[config.mk]
export PLATFORM = sky130hd
export DESIGN_NAME = acondicionador_botones
export DESIGN_NICKNAME = d
export VERILOG_FILES = /design/src/rtl/acondicionador_botones.sv
export SDC_FILE = /design/constraint.sdc
export NUM_CORES = 1
export LEC_CHECK = 0
export ABC_AREA = 1
export BUFFER_PORTS_ARGS = -buffer_cell sky130_fd_sc_hd__buf_2
export CAP_MARGIN = 20
export CORE_UTILIZATION = 60
export DETAILED_ROUTE_END_ITERATION = 10
export MAX_ROUTING_LAYER = met4
export PLACE_DENSITY_LB_ADDON = 0.1
export SLEW_MARGIN = 10
export SYNTH_ARGS = -nofsm -noshare
export SYNTH_HDL_FRONTEND = slang
export SYNTH_SLANG_ARGS = --single-unit
[constraint.sdc]
create_clock -name clk_i -period 3.6 [get_ports clk_i]
set_input_delay 0.54 -clock clk_i [delete_from_list [all_inputs] [get_ports clk_i]]
set_output_delay 0.54 -clock clk_i [all_outputs]
set_load 0.05 [all_outputs]
[src/rtl/acondicionador_botones.sv]
`default_nettype none
// ============================================================================
// Module  : acondicionador_botones
// Brief   : multi-channel button sync -> debounce -> edge detect -> counter
// Rev     : 1.0
// ============================================================================
module acondicionador_botones #(
    parameter int N_CANALES      = 4,
    parameter int SYNC_ETAPAS    = 2,
    parameter int CICLOS_ESTABLE = 50000,
    parameter int ANCHO_CONTA    = 8,
    parameter int MODO           = 0
) (
    input  logic                             clk_i,
    input  logic                             reset_pi,
    input  logic [N_CANALES-1:0]             botones_pi,
    input  logic                             habilitar_pi,
    input  logic [N_CANALES-1:0]             limpiar_pi,
    output logic [N_CANALES-1:0]             estado_o,
    output logic [N_CANALES-1:0]             pulso_o,
    output logic [N_CANALES*ANCHO_CONTA-1:0] conta_o,
    output logic [N_CANALES-1:0]             desborde_o
);

    localparam int                     c_ANCHO_DEB  = $clog2(CICLOS_ESTABLE + 1);
    localparam logic [c_ANCHO_DEB-1:0] c_LIMITE_DEB = c_ANCHO_DEB'(CICLOS_ESTABLE - 1);

    generate
        for (genvar i = 0; i < N_CANALES; i++) begin : g_canal
            logic [SYNC_ETAPAS-1:0] sync_q, sync_d;
            logic [c_ANCHO_DEB-1:0] deb_q, deb_d;
            logic                   estado_q, estado_d;
            logic                   pulso_q, pulso_d;
            logic [ANCHO_CONTA-1:0] conta_q, conta_d;
            logic                   desborde_q, desborde_d;
            logic                   w_muestra;
            logic                   w_acepta;
            logic                   w_evento;

            assign w_muestra = sync_q[SYNC_ETAPAS-1];
            // The level is accepted on the edge that would complete the stable run.
            assign w_acepta  = (w_muestra != estado_q) && (deb_q == c_LIMITE_DEB);
            assign w_evento  = w_acepta && ((MODO == 2) ||
                                            ((MODO == 0) &&  w_muestra) ||
                                            ((MODO == 1) && !w_muestra));

            always_comb begin
                sync_d     = {sync_q[SYNC_ETAPAS-2:0], botones_pi[i]};
                deb_d      = '0;
                estado_d   = estado_q;
                pulso_d    = w_evento & habilitar_pi;
                conta_d    = conta_q;
                desborde_d = desborde_q;

                if ((w_muestra != estado_q) && !w_acepta) begin
                    deb_d = deb_q + 1'b1;
                end
                if (w_acepta) begin
                    estado_d = w_muestra;
                end

                if (limpiar_pi[i]) begin
                    conta_d    = '0;
                    desborde_d = 1'b0;
                end else if (w_evento && habilitar_pi) begin
                    conta_d = conta_q + 1'b1;
                    if (&conta_q) begin
                        desborde_d = 1'b1;
                    end
                end
            end

            always_ff @(posedge clk_i or negedge reset_pi) begin
                if (!reset_pi) begin
                    sync_q     <= '0;
                    deb_q      <= '0;
                    estado_q   <= 1'b0;
                    pulso_q    <= 1'b0;
                    conta_q    <= '0;
                    desborde_q <= 1'b0;
                end else begin
                    sync_q     <= sync_d;
                    deb_q      <= deb_d;
                    estado_q   <= estado_d;
                    pulso_q    <= pulso_d;
                    conta_q    <= conta_d;
                    desborde_q <= desborde_d;
                end
            end

            assign estado_o[i]                          = estado_q;
            assign pulso_o[i]                           = pulso_q;
            assign conta_o[i*ANCHO_CONTA +: ANCHO_CONTA] = conta_q;
            assign desborde_o[i]                        = desborde_q;
        end
    endgenerate

endmodule
`default_nettype wire

# Word-level counts from Yosys, hierarchy flattened
# Cells that the tools add are included.
# op_classes
addsub,8
eq_ne,8
mux,24
n_bitwise,4
reduce_logical,36
# op_table
cell,n
16-bit by 1-bit adder with 16-bit output (second input constant),4
16-bit == test (second input constant),4
16-bit two-way mux,4
8-bit two-way mux,8
8-bit by 1-bit adder with 8-bit output (second input constant),4
8-bit AND reduction,4
1-bit logical AND,16
2-bit nonzero test,8
1-bit two-way mux,12
2-bit AND reduction,4
1-bit bitwise AND,4
1-bit logical NOT,4
1-bit != test,4
# word_totals
ff_bits,116
in_bits,11
output_inout_bits,44
word_cells,104

# Depth between registers and ports, before layout
# logic_depth
word_depth,6
depth_mapped,10
ltp_nobuf,10

# Least setup slack after synthesis
# Ideal clock, no wire load.
# synth_timing
path_kind,reg2reg
from,register g_canal[3].conta_q[1]
to,register g_canal[3].conta_q[6]
setup_time_ns,0.083
arrival_time_ns,1.468
required_ns,3.517
setup_slack_ns,2.050
path_stages_with_launch,8
path_buffers,0
period_less_slack_ns,1.550
path_cell_list,dfrtp_1 -> ha_1 -> nand2_1 -> nor2_1 -> inv_1 -> o21ai_0 -> nand4_1 -> o21ai_0
# synth_via
elab_chain_cells,3
# synth_rtl
item,line,rtl
"start, declared",34,"logic [ANCHO_CONTA-1:0] conta_q, conta_d;"
"start signal, assigned",86,conta_q <= conta_d;
8-bit by 1-bit adder with 8-bit output,66,conta_d = conta_q + 1'b1;
8-bit two-way mux,65,end else if (w_evento && habilitar_pi) begin
8-bit two-way mux,62,if (limpiar_pi[i]) begin
# No other way between the ends. The select of a mux whose other input is x is not followed.
# A chain may end at the register's enable or synchronous reset.

# Worst setup path after layout
# layout_timing
from,register g_canal[0].deb_q[0]
to,register g_canal[0].deb_q[11]
# layout_via
elab_chain_cells,5
word_cells_on_any_way,6
classes_between,1 x add/sub; 1 x eq/ne; 1 x mux; 3 x reduce/logical
# layout_rtl
item,line,rtl
"start, declared",31,"logic [c_ANCHO_DEB-1:0] deb_q, deb_d;"
"start signal, assigned",76,deb_q <= '0;
"start signal, assigned",83,deb_q <= deb_d;
branches (longest 4 deep; another with 16-bit by 1-bit adder with 16-bit output),--,
16-bit two-way mux (*),55,if ((w_muestra != estado_q) && !w_acepta) begin
net g_canal[0].deb_d[11],31,
# Mark *: on every way through the listed nets, which the timed path passes.

==> impl_metrics.ini <==
[outcome]
status = finished, final reports clean

[logic_synthesis]
yosys-mux-area-fraction = 0
async_reset_ff_frac = 1.00
netlist.top_cell.by_area = dfrtp_1
combinational_family_with_the_most_area_after_synthesis = simple AND/OR/NAND/NOR gates
synth_top_area_share = 0.480
synthSimpleGateAreaFrac = 0.330
yosysWarningCount = 0
post_synth_main_area_contributors = dfrtp_1 48%, nand2_1 10%, nor2_1 7.3%
synth-main-ff-cell = dfrtp_1
syn-instance-count = 761
net_count_of_the_mapped_netlist = 780
yosys.cell_types.count = 40
dominant_cell_by_count_in_the_synthesized_netlist = nand2_1
syn-cell-area_um2 = 6050
post_synth_xor_area_fraction = 0.0362
synth_edf_count = 0
synth_compound_gate_area_share = 0.0565
synth_fa_ha_area_frac = 0.0166
seq_area_frac_synth = 0.480
synth.avg_cell_area_um2 = 7.95
synth_commonest_cells = 164 x nand2_1, 117 x nor2_1, 116 x dfrtp_1
ys_ff_latch = 116

[route]
drt_initial_violations = 238
dr_total_vias = 5082
detail_route.wl_per_cell_um = 12.2
routed_wl_um = 11800
final_antenna_net_count = 0
drc = 0
drt_pass1_iterations = 5
avgViaCountPerCell = 5.27

[cts]
post_cts_hold_buffer_count = 0
clkSlewWorstSetupHoldPaths_ps = 60
cts_tree = done
cts_num_sinks = 116
postCtsSetupBuffers = 0
post_cts_resize_count = 0
cts_max_path_buffers = 2
cts-root-buf = clkbuf_8
clk_latency_ps = 530
cts-htree-levels = 4
numCtsBuffers = 17

[grt]
met2_usage = 0.414
grt-ovfl-total = 0
grt_start_max_net_pins = 64
grt_first_pass_wirelength_um = 20100
first_global_vias = 4704
antenna_violations_before_repair = 0
grt_busiest_layer = met2
groute.usage.overall = 0.258
grt_use_met1 = 0.305
grt_use_met3 = 0.0698

[setup_path]
worstPathMaxFanout = 11
buffer_and_inverter_count_on_the_worst_path = 2
worst-setup-path-type = flop to flop
rr_endpoint = g_canal[0].deb_q[11]$_DFF_PN0_
worst_r2r_path_cells = 8
critical_path_cell_list = ha_1 > nand2_1 > inv_1 > nand2_1 > nor2_1 > a21oi_1 > inv_1 > nor2_1
worst_setup_path_start_kind = flop
cp.required_ps = 4060
reg2reg_slack_ps = 1600
reg2reg_from = g_canal[0].deb_q[0]$_DFF_PN0_
max_stage_delay_ps = 620
crit_slowest_cell = a21oi_1
timing.critical_path.to_type = flop
cp_data_arrival_time_ps = 2460
crit_family = compound AO/OA/AOI/OAI gates

[worst_hold_path]
worst_hold_path_type = input pin to async pin

[placed_design]
pre_cts_slack_ps = 1650
hpwl_um = 8250
port-buffer-count = 54
place.gp.congestion = 0.912

[sta]
final_setup_viols = 0
finalClockSkew_ps = 10.5
worst_slew_margin_rel = 0.494
max_clock_freq_mhz = 499
worst_slew_pin_slew_ps = 760
fin_crit_sh = 0.557
timing.setup.tns_ps = 0
worst_path_setup_slack_after_routing_ps = 1600
drv_slew = 0
grt_setup_unrepaired = false
final_count_of_hold_timing_violations = 0
final_period_minus_worst_setup_slack_ps = 2000

[floorplan]
die_area_um2 = 10500
floorplan.core_area_um2 = 9770
fp-row-count = 36
die_h_um = 102
die_x_um = 102
initial_utilization = 0.619
floorplan.io_pins = 55

[job]
cap_violations = 0

[final_layout]
insertedDiodeCount = 0
synthToLayoutAreaGrowth_pct = 15.0
design.final.nets = 837
fillCellCount = 755
final_layout_size_suffix_gt1_frac = 0.148

[pwr]
power_density_nw_per_um2 = 434
leakage_nw = 3.28
vdd.ir_drop.worst_v = 0.000351
[cell families after synthesis]
logic type | after synthesis
compound gates | 65
xor+xnor | 25
fa+ha+maj | 8
buf+inv | 113
flops | 116
simple gates | 434
[stage by stage]
stage | instance area, µm² | util | power (mW) | instances | hold slack (ps)
floorplan | 6050 | - | 1.41 | 761 | 244
global placement | 6380 | 0.653 | 1.45 | 932 | 334
detailed placement | 6380 | 0.653 | 1.46 | 932 | 340
CTS | 6960 | 0.712 | 3.05 | 964 | 66.0
global route | 6960 | 0.712 | 3.13 | 964 | 89.1
finish | 6960 | 0.712 | 3.02 | 964 | 43.5
[sequential cells by signal, indices dropped and copies added (netlist names)]
signal	flops
g_canal.desborde_q	4
g_canal.estado_q	4
g_canal.sync_q	8
g_canal.conta_q	32
g_canal.deb_q	64
g_canal.pulso_q	4
[placed cells by master (no fill, tap or decap), types with 2 or more instances in the layout]
master / n
nand3_4: 2
nand4_1: 26
or2_2: 2
nor2_4: 2
o21bai_1: 3
clkbuf_16: 16
inv_2: 9
o21ai_0: 22
clkinvlp_4: 3
ha_1: 8
nor3_1: 33
dfrtp_1: 116
nor3_2: 3
xor2_1: 19
nand3_1: 60
buf_2: 53
nand2_4: 3
clkbuf_8: 7
nand2_1: 164
nor3_4: 2
inv_1: 84
nand2_2: 2
nor2_2: 7
nor2_1: 117
o21ai_1: 6
nor3b_1: 6
a21oi_1: 30
clkinv_2: 5
xnor2_1: 6
[layer usage]
layer	share of wire	vias to the layer above
met5	0	-
met4	0.018	0
met3	0.034	19
met2	0.49	98
met1	0.46	2406
li1	-	2559
[how the worst max path moves through the flow]
stage                                 startpoint  slack [ps]                                end  depth (start not counted)
6_report           g_canal[0].deb_q[0]$_DFF_PN0_        1600     g_canal[0].deb_q[11]$_DFF_PN0_                          8
5_1_grt            g_canal[0].deb_q[0]$_DFF_PN0_        1380     g_canal[0].deb_q[11]$_DFF_PN0_                          8
4_1_cts            g_canal[0].deb_q[0]$_DFF_PN0_        1630     g_canal[0].deb_q[11]$_DFF_PN0_                          8
3_5_place_dp       g_canal[0].deb_q[0]$_DFF_PN0_        1650     g_canal[0].deb_q[11]$_DFF_PN0_                          8
3_3_place_gp       g_canal[0].deb_q[0]$_DFF_PN0_        1730     g_canal[0].deb_q[11]$_DFF_PN0_                          8
2_1_floorplan  g_canal[3].conta_q[1]$_DFFE_PN0P_        2050  g_canal[3].conta_q[6]$_DFFE_PN0P_                          7
[final cells by class]
class / instances / area (µm²) / share of cell area
clock buffer: 24 / 500 / 0.0719
clock inverter: 8 / 72.6 / 0.0104
inverter: 96 / 367 / 0.0527
multi-input combinational: 532 / 2660 / 0.382
sequential: 116 / 2900 / 0.417
tap: 133 / 166 / 0.0239
timing repair buffer: 55 / 293 / 0.0421
[power breakdown]
part | internal (mW) | switching (mW) | leakage (nW)
sequential | 1.32 | 0.0121 | 1.59
clock | 1.02 | 0.567 | 0.279
combinational | 0.0256 | 0.0743 | 1.41
Note: power is estimated with default switching activity, not from simulation.
